===== src/rtl/clause_feeder.sv =====
`default_nettype none
// ---------------------------------------------------------------------------
// clause_feeder : streams clauses from a table into a literal evaluator and
//                 tallies broken clauses for one variable assignment.
// Revision 1.0 - initial release
// ---------------------------------------------------------------------------
module clause_feeder #(
  parameter  int NSAT        = 3,
  parameter  int NUM_VARS    = 8,
  parameter  int NUM_CLAUSES = 4,
  localparam int VAR_W       = (NUM_VARS > 1) ? $clog2(NUM_VARS) : 1,
  localparam int CL_W        = (NUM_CLAUSES > 1) ? $clog2(NUM_CLAUSES) : 1,
  localparam int CNT_W       = $clog2(NUM_CLAUSES + 1),
  localparam int LIT_W       = VAR_W + 1
) (
  input  logic                  clk_i,
  input  logic                  reset_i,
  input  logic                  start_i,
  input  logic [NUM_VARS-1:0]   assign_i,
  output logic                  cl_rd_o,
  output logic [CL_W-1:0]       cl_addr_o,
  input  logic [NSAT*LIT_W-1:0] cl_data_i,
  output logic [NSAT-1:0]       var_val_o,
  output logic [NSAT-1:0]       var_neg_o,
  output logic                  lit_valid_o,
  input  logic                  break_i,
  output logic                  busy_o,
  output logic                  done_o,
  output logic [CNT_W-1:0]      unsat_cnt_o,
  output logic [CL_W-1:0]       first_unsat_o,
  output logic                  first_unsat_vld_o
);

  localparam logic [1:0] S_IDLE  = 2'd0;
  localparam logic [1:0] S_RUN   = 2'd1;
  localparam logic [1:0] S_DRAIN = 2'd2;
  localparam logic [1:0] S_DONE  = 2'd3;

  localparam logic [CL_W-1:0] LAST_CL = CL_W'(NUM_CLAUSES - 1);

  logic [1:0]          state_q, state_d;
  logic [CL_W-1:0]     addr_q, addr_d;
  logic [NUM_VARS-1:0] snap_q;
  logic                dvld_q, lvld_q, bvld_q;
  logic [CL_W-1:0]     idx1_q, idx2_q, idx3_q;
  logic [NSAT-1:0]     val_q, val_d, neg_q, neg_d;
  logic [CNT_W-1:0]    cnt_q;
  logic [CL_W-1:0]     first_q;
  logic                fvld_q;
  logic                start_acc;
  logic [LIT_W-1:0]    lit;

  assign start_acc = (state_q == S_IDLE) && start_i;

  // State register
  always_ff @(posedge clk_i or posedge reset_i) begin
    if (reset_i) begin
      state_q <= S_IDLE;
    end else begin
      state_q <= state_d;
    end
  end

  // Next-state logic
  always_comb begin
    state_d = state_q;
    addr_d  = '0;
    case (state_q)
      S_IDLE:  if (start_i) state_d = S_RUN;
      S_RUN: begin
        if (addr_q == LAST_CL) state_d = S_DRAIN;
        else                   addr_d  = addr_q + CL_W'(1);
      end
      S_DRAIN: if (bvld_q && (idx3_q == LAST_CL)) state_d = S_DONE;
      S_DONE:  state_d = S_IDLE;
      default: state_d = S_IDLE;
    endcase
  end

  // Output decode
  always_comb begin
    cl_rd_o = 1'b0;
    busy_o  = 1'b0;
    done_o  = 1'b0;
    case (state_q)
      S_RUN:   begin cl_rd_o = 1'b1; busy_o = 1'b1; end
      S_DRAIN: busy_o = 1'b1;
      S_DONE:  done_o = 1'b1;
      default: ;
    endcase
  end

  // Literal lookup; out-of-range variable indices read as false
  always_comb begin
    val_d = '0;
    neg_d = '0;
    lit   = '0;
    if (dvld_q) begin
      for (int j = 0; j < NSAT; j++) begin
        lit      = cl_data_i[j*LIT_W +: LIT_W];
        neg_d[j] = lit[VAR_W];
        if ({{(32-VAR_W){1'b0}}, lit[VAR_W-1:0]} < 32'(NUM_VARS)) begin
          val_d[j] = snap_q[lit[VAR_W-1:0]];
        end
      end
    end
  end

  always_ff @(posedge clk_i or posedge reset_i) begin
    if (reset_i) begin
      addr_q  <= '0;
      snap_q  <= '0;
      dvld_q  <= 1'b0;
      lvld_q  <= 1'b0;
      bvld_q  <= 1'b0;
      idx1_q  <= '0;
      idx2_q  <= '0;
      idx3_q  <= '0;
      val_q   <= '0;
      neg_q   <= '0;
      cnt_q   <= '0;
      first_q <= '0;
      fvld_q  <= 1'b0;
    end else begin
      addr_q <= addr_d;
      dvld_q <= cl_rd_o;
      idx1_q <= addr_q;
      lvld_q <= dvld_q;
      idx2_q <= idx1_q;
      val_q  <= val_d;
      neg_q  <= neg_d;
      bvld_q <= lvld_q;
      idx3_q <= idx2_q;
      if (start_acc) begin
        snap_q  <= assign_i;
        cnt_q   <= '0;
        first_q <= '0;
        fvld_q  <= 1'b0;
      end else if (bvld_q && break_i) begin
        cnt_q <= cnt_q + CNT_W'(1);
        if (!fvld_q) begin
          first_q <= idx3_q;
          fvld_q  <= 1'b1;
        end
      end
    end
  end

  assign cl_addr_o         = addr_q;
  assign var_val_o         = val_q;
  assign var_neg_o         = neg_q;
  assign lit_valid_o       = lvld_q;
  assign unsat_cnt_o       = cnt_q;
  assign first_unsat_o     = first_q;
  assign first_unsat_vld_o = fvld_q;

endmodule
`default_nettype wire


===== config.mk =====
export PLATFORM = sky130hd
export DESIGN_NAME = clause_feeder
export DESIGN_NICKNAME = d
export VERILOG_FILES = /design/src/rtl/clause_feeder.sv
export SDC_FILE = /design/constraint.sdc
export NUM_CORES = 1
export LEC_CHECK = 0
export CAP_MARGIN = 10
export CORE_MARGIN = 4
export CORE_UTILIZATION = 35
export CTS_CLUSTER_DIAMETER = 150
export DETAILED_ROUTE_END_ITERATION = 10
export DONT_BUFFER_PORTS = 1
export GPL_ROUTABILITY_DRIVEN = 0
export GPL_TIMING_DRIVEN = 0
export PLACE_DENSITY = 0.57
export SKIP_LAST_GASP = 1
export SLEW_MARGIN = 20
export SYNTH_ARGS = -nofsm -noshare
export SYNTH_HDL_FRONTEND = slang
export SYNTH_SLANG_ARGS = --single-unit

===== constraint.sdc =====
create_clock -name clk_i -period 1.5 [get_ports clk_i]
set_input_delay 0.225 -clock clk_i [delete_from_list [all_inputs] [get_ports clk_i]]
set_output_delay 0.225 -clock clk_i [all_outputs]
set_load 0.05 [all_outputs]

==> results.yml <==
yosys:
  synth_top_area_share: 0.5882
  synthCells: 103
  synthTopCellsByArea: "dfrtp_1, mux2_2, ha_1, mux4_2, mux2i_1"
  synth_area_leader_cell: "dfrtp_1"
  synth.distinct_cells: 20
  async_flop_share: 1.000
  syn_area_per_cell_um2: 13.63
  yosysWarnings: 0
  yosysSeqAreaShare: 0.5882
  synth_commonest_cells: "dfrtp_1, mux2_2, nor2_1, inv_1, ha_1"
  synth_nets: 134
  synthFlopType: "dfrtp_1"
  yosysMostFrequentCell: "dfrtp_1"
  ys_ff_latch: 33
  synth_area_mm2: 0.001404
  synth-edff-count: 0
clock_network:
  clock-sinks: 33
  clockBufferDepth: 2
  clk_pin_slew_worst_paths_ns: 0.06
  cts_tree: "built"
  cts_buffers: 5
  cts-root-buf: "clkbuf_8"
  clock_latency_ns: 0.28
  htreeDepth: 2
final_layout:
  syn2layout_area_growth_pct: 19.79
  fillerInstances: 330
  fin_nets: 148
  antenna_cells: 0
  drive_gt1_frac: 0.3559
  final_area_mm2: 0.001682
pwr:
  p_per_area_mw_per_mm2: 2469
  cellLeakagePower_nw: 0.7856
  ir_worst_vdd_mv: 1.235
grt:
  grt_overflow: 0
  grt_start_max_net_pins: 34
  antenna_found_initial: 0
  track_usage: 0.1218
  grt_pass1_wl_um: 4650
  grt_pass1_vias: 907
floorplan:
  ios: 42
  die-area_mm2: 0.005088
  fp.dieW_um: 71.33
  design.core.area_mm2: 0.003771
  rows: 22
  start_util: 0.3723
  die_y_um: 71.33
worst_setup_path:
  cp-start-kind: "flip-flop"
  arrival_ns: 1.83
  end_kind: "flip-flop"
  required_ns: 1.66
  crit_type: "reg2reg"
  crit_path_max_fanout: 4
run_status:
  status: "finished with violations"
  violations: "setup timing"
sta:
  relSlewSlack: 0.5443
  final.min_clock_period_ns: 1.663
  skew_ns: 0.006271
  rsz0062_at_grt: "true"
  fin_ws_ns: -0.1631
  clock.fmax_mhz: 601.3
  tightest_slew_ns: 0.6826
  setup_viol: 2
  post-route-period-util: 1.109
  whs_ns: 0.05586
  drv_slew: 0
  hold_viol_final: 0
routing:
  avgRoutedWirePerCell_um: 16.95
  dr.pass1.iters: 4
  dr_total_vias: 859
  routed_wl_um: 2814
  vias_per_cell: 5.175
  drc_errors: 0
  drtIter0Drc: 64
  ant_nets: 0
job:
  maxCapViolations: 0
placed_design:
  port_buffers: 0
  placed_cell_area_mm2: 0.001476
  dp_slack_ns: -0.3126
  dp_hpwl_um: 2025
min_path:
  hp-class: "in2reg"
[repair_timing]
item | CTS | global route
resized for setup | 12 | 1
setup endpoints to repair | 7 | 7
pin swaps | 2 | 0
endpoints found under the hold margin | 33 | 0
setup buffers | 6 | 1
hold buffers | 1 | 0
[cell families (layout without fill, tap and decap cells)]
group | Yosys count | count (layout) | share of synthesized area
buffers and inverters | 10 | 25 | 0.02762
multiplexers | 21 | 21 | 0.1872
flip-flops | 33 | 33 | 0.5882
XOR/XNOR | 2 | 2 | 0.01248
AO/OA/AOI/OAI | 9 | 9 | 0.04902
AND/OR/NAND/NOR | 21 | 21 | 0.07308
adder cells (fa/ha/maj) | 7 | 7 | 0.06239
[final timing paths]
kind / startpoint / endpoint / slack (ns) / depth (start not counted)
min: cl_data_i[5] / var_val_o[1] / 0.06 / 1
min reg2reg: idx2_q[1] / idx3_q[1] / 0.35 / 0
max reg2reg: cl_addr_o[0] / state_q[1] / -0.16 / 5
min in group asynchronous: reset_i / lit_valid_o / 0.51 / 2
max in group asynchronous: reset_i / cl_addr_o[0] / 0.52 / 2
max: cl_addr_o[0] / state_q[1] / -0.16 / 5
[layout by cell type, fill, tap and decap left out]
cell type,instances
nor2_1,9
a311oi_1,3
and2_1,4
dfrtp_2,2
ha_1,3
mux2i_1,6
and2_4,1
mux4_2,3
ha_4,3
ha_2,1
buf_4,7
nand3_1,3
inv_2,4
clkbuf_8,8
dfrtp_1,31
mux2_4,1
xor2_1,2
a21oi_1,2
o31ai_1,3
a222oi_1,1
nand3b_1,1
inv_1,4
dlygate4sd3_1,1
nor3b_1,1
mux2_2,11
clkinv_2,1
nand2_1,2
[metal layers]
layer  up-vias  part of all wire  GRT usage
li1        384                 -          -
met1       430              0.38     0.1312
met2        40              0.52     0.2051
met3         5             0.075    0.05750
met4         0             0.016    0.05010
met5         -                 0          0
[stage by stage]
| step | utilization | setup TNS [ns] | power [mW] | std cells |
|---|---|---|---|---|
| 3_3_place_gp | 0.3915 | -0.6872 | 3.081 | 151 |
| 2_1_floorplan | - | -0.1717 | 2.908 | 103 |
| 3_5_place_dp | 0.3915 | -0.8528 | 3.140 | 151 |
| 5_1_grt | 0.4459 | -0.4278 | 4.398 | 166 |
| 4_1_cts | 0.4463 | -0.2869 | 4.181 | 166 |
| 6_report | 0.4459 | -0.2672 | 4.153 | 166 |
[registers in the layout, indices dropped and copies added (netlist names)]
name               flops
unsat_cnt_o            3
cl_addr_o              2
lit_valid_o            1
bvld_q                 1
first_unsat_vld_o      1
snap_q                 8
idx1_q                 2
idx3_q                 2
idx2_q                 2
first_unsat_o          2
state_q                2
dvld_q                 1
var_val_o              3
var_neg_o              3
[worst max-delay path, cell delays in order, from the launching register on]
cell      delay (ns)
dfrtp_2         0.56
ha_4            0.19
inv_2           0.03
a222oi_1        0.30
buf_4           0.18
mux2_4          0.29
[layout make-up]
type	count	area (um^2)	area share
Timing Repair Buffer	8	62.56	0.03720
Inverter	8	30.03	0.01786
Tap cell	48	60.06	0.03571
Clock buffer	7	96.34	0.05729
Buffer	1	13.76	0.008185
Clock inverter	1	5.005	0.002976
Sequential cell	33	828.3	0.4926
Multi-Input combinational cell	60	585.6	0.3482
[report_power, final]
| group | leakage (nW) | total [mW] | internal (mW) | switching [mW] |
|---|---|---|---|---|
| Sequential | 0.422 | 2.09 | 1.25 | 0.833 |
| Combinational | 0.310 | 1.35 | 0.729 | 0.618 |
| Clock | 0.0542 | 0.720 | 0.414 | 0.306 |
(Power assumes the default switching activity.)
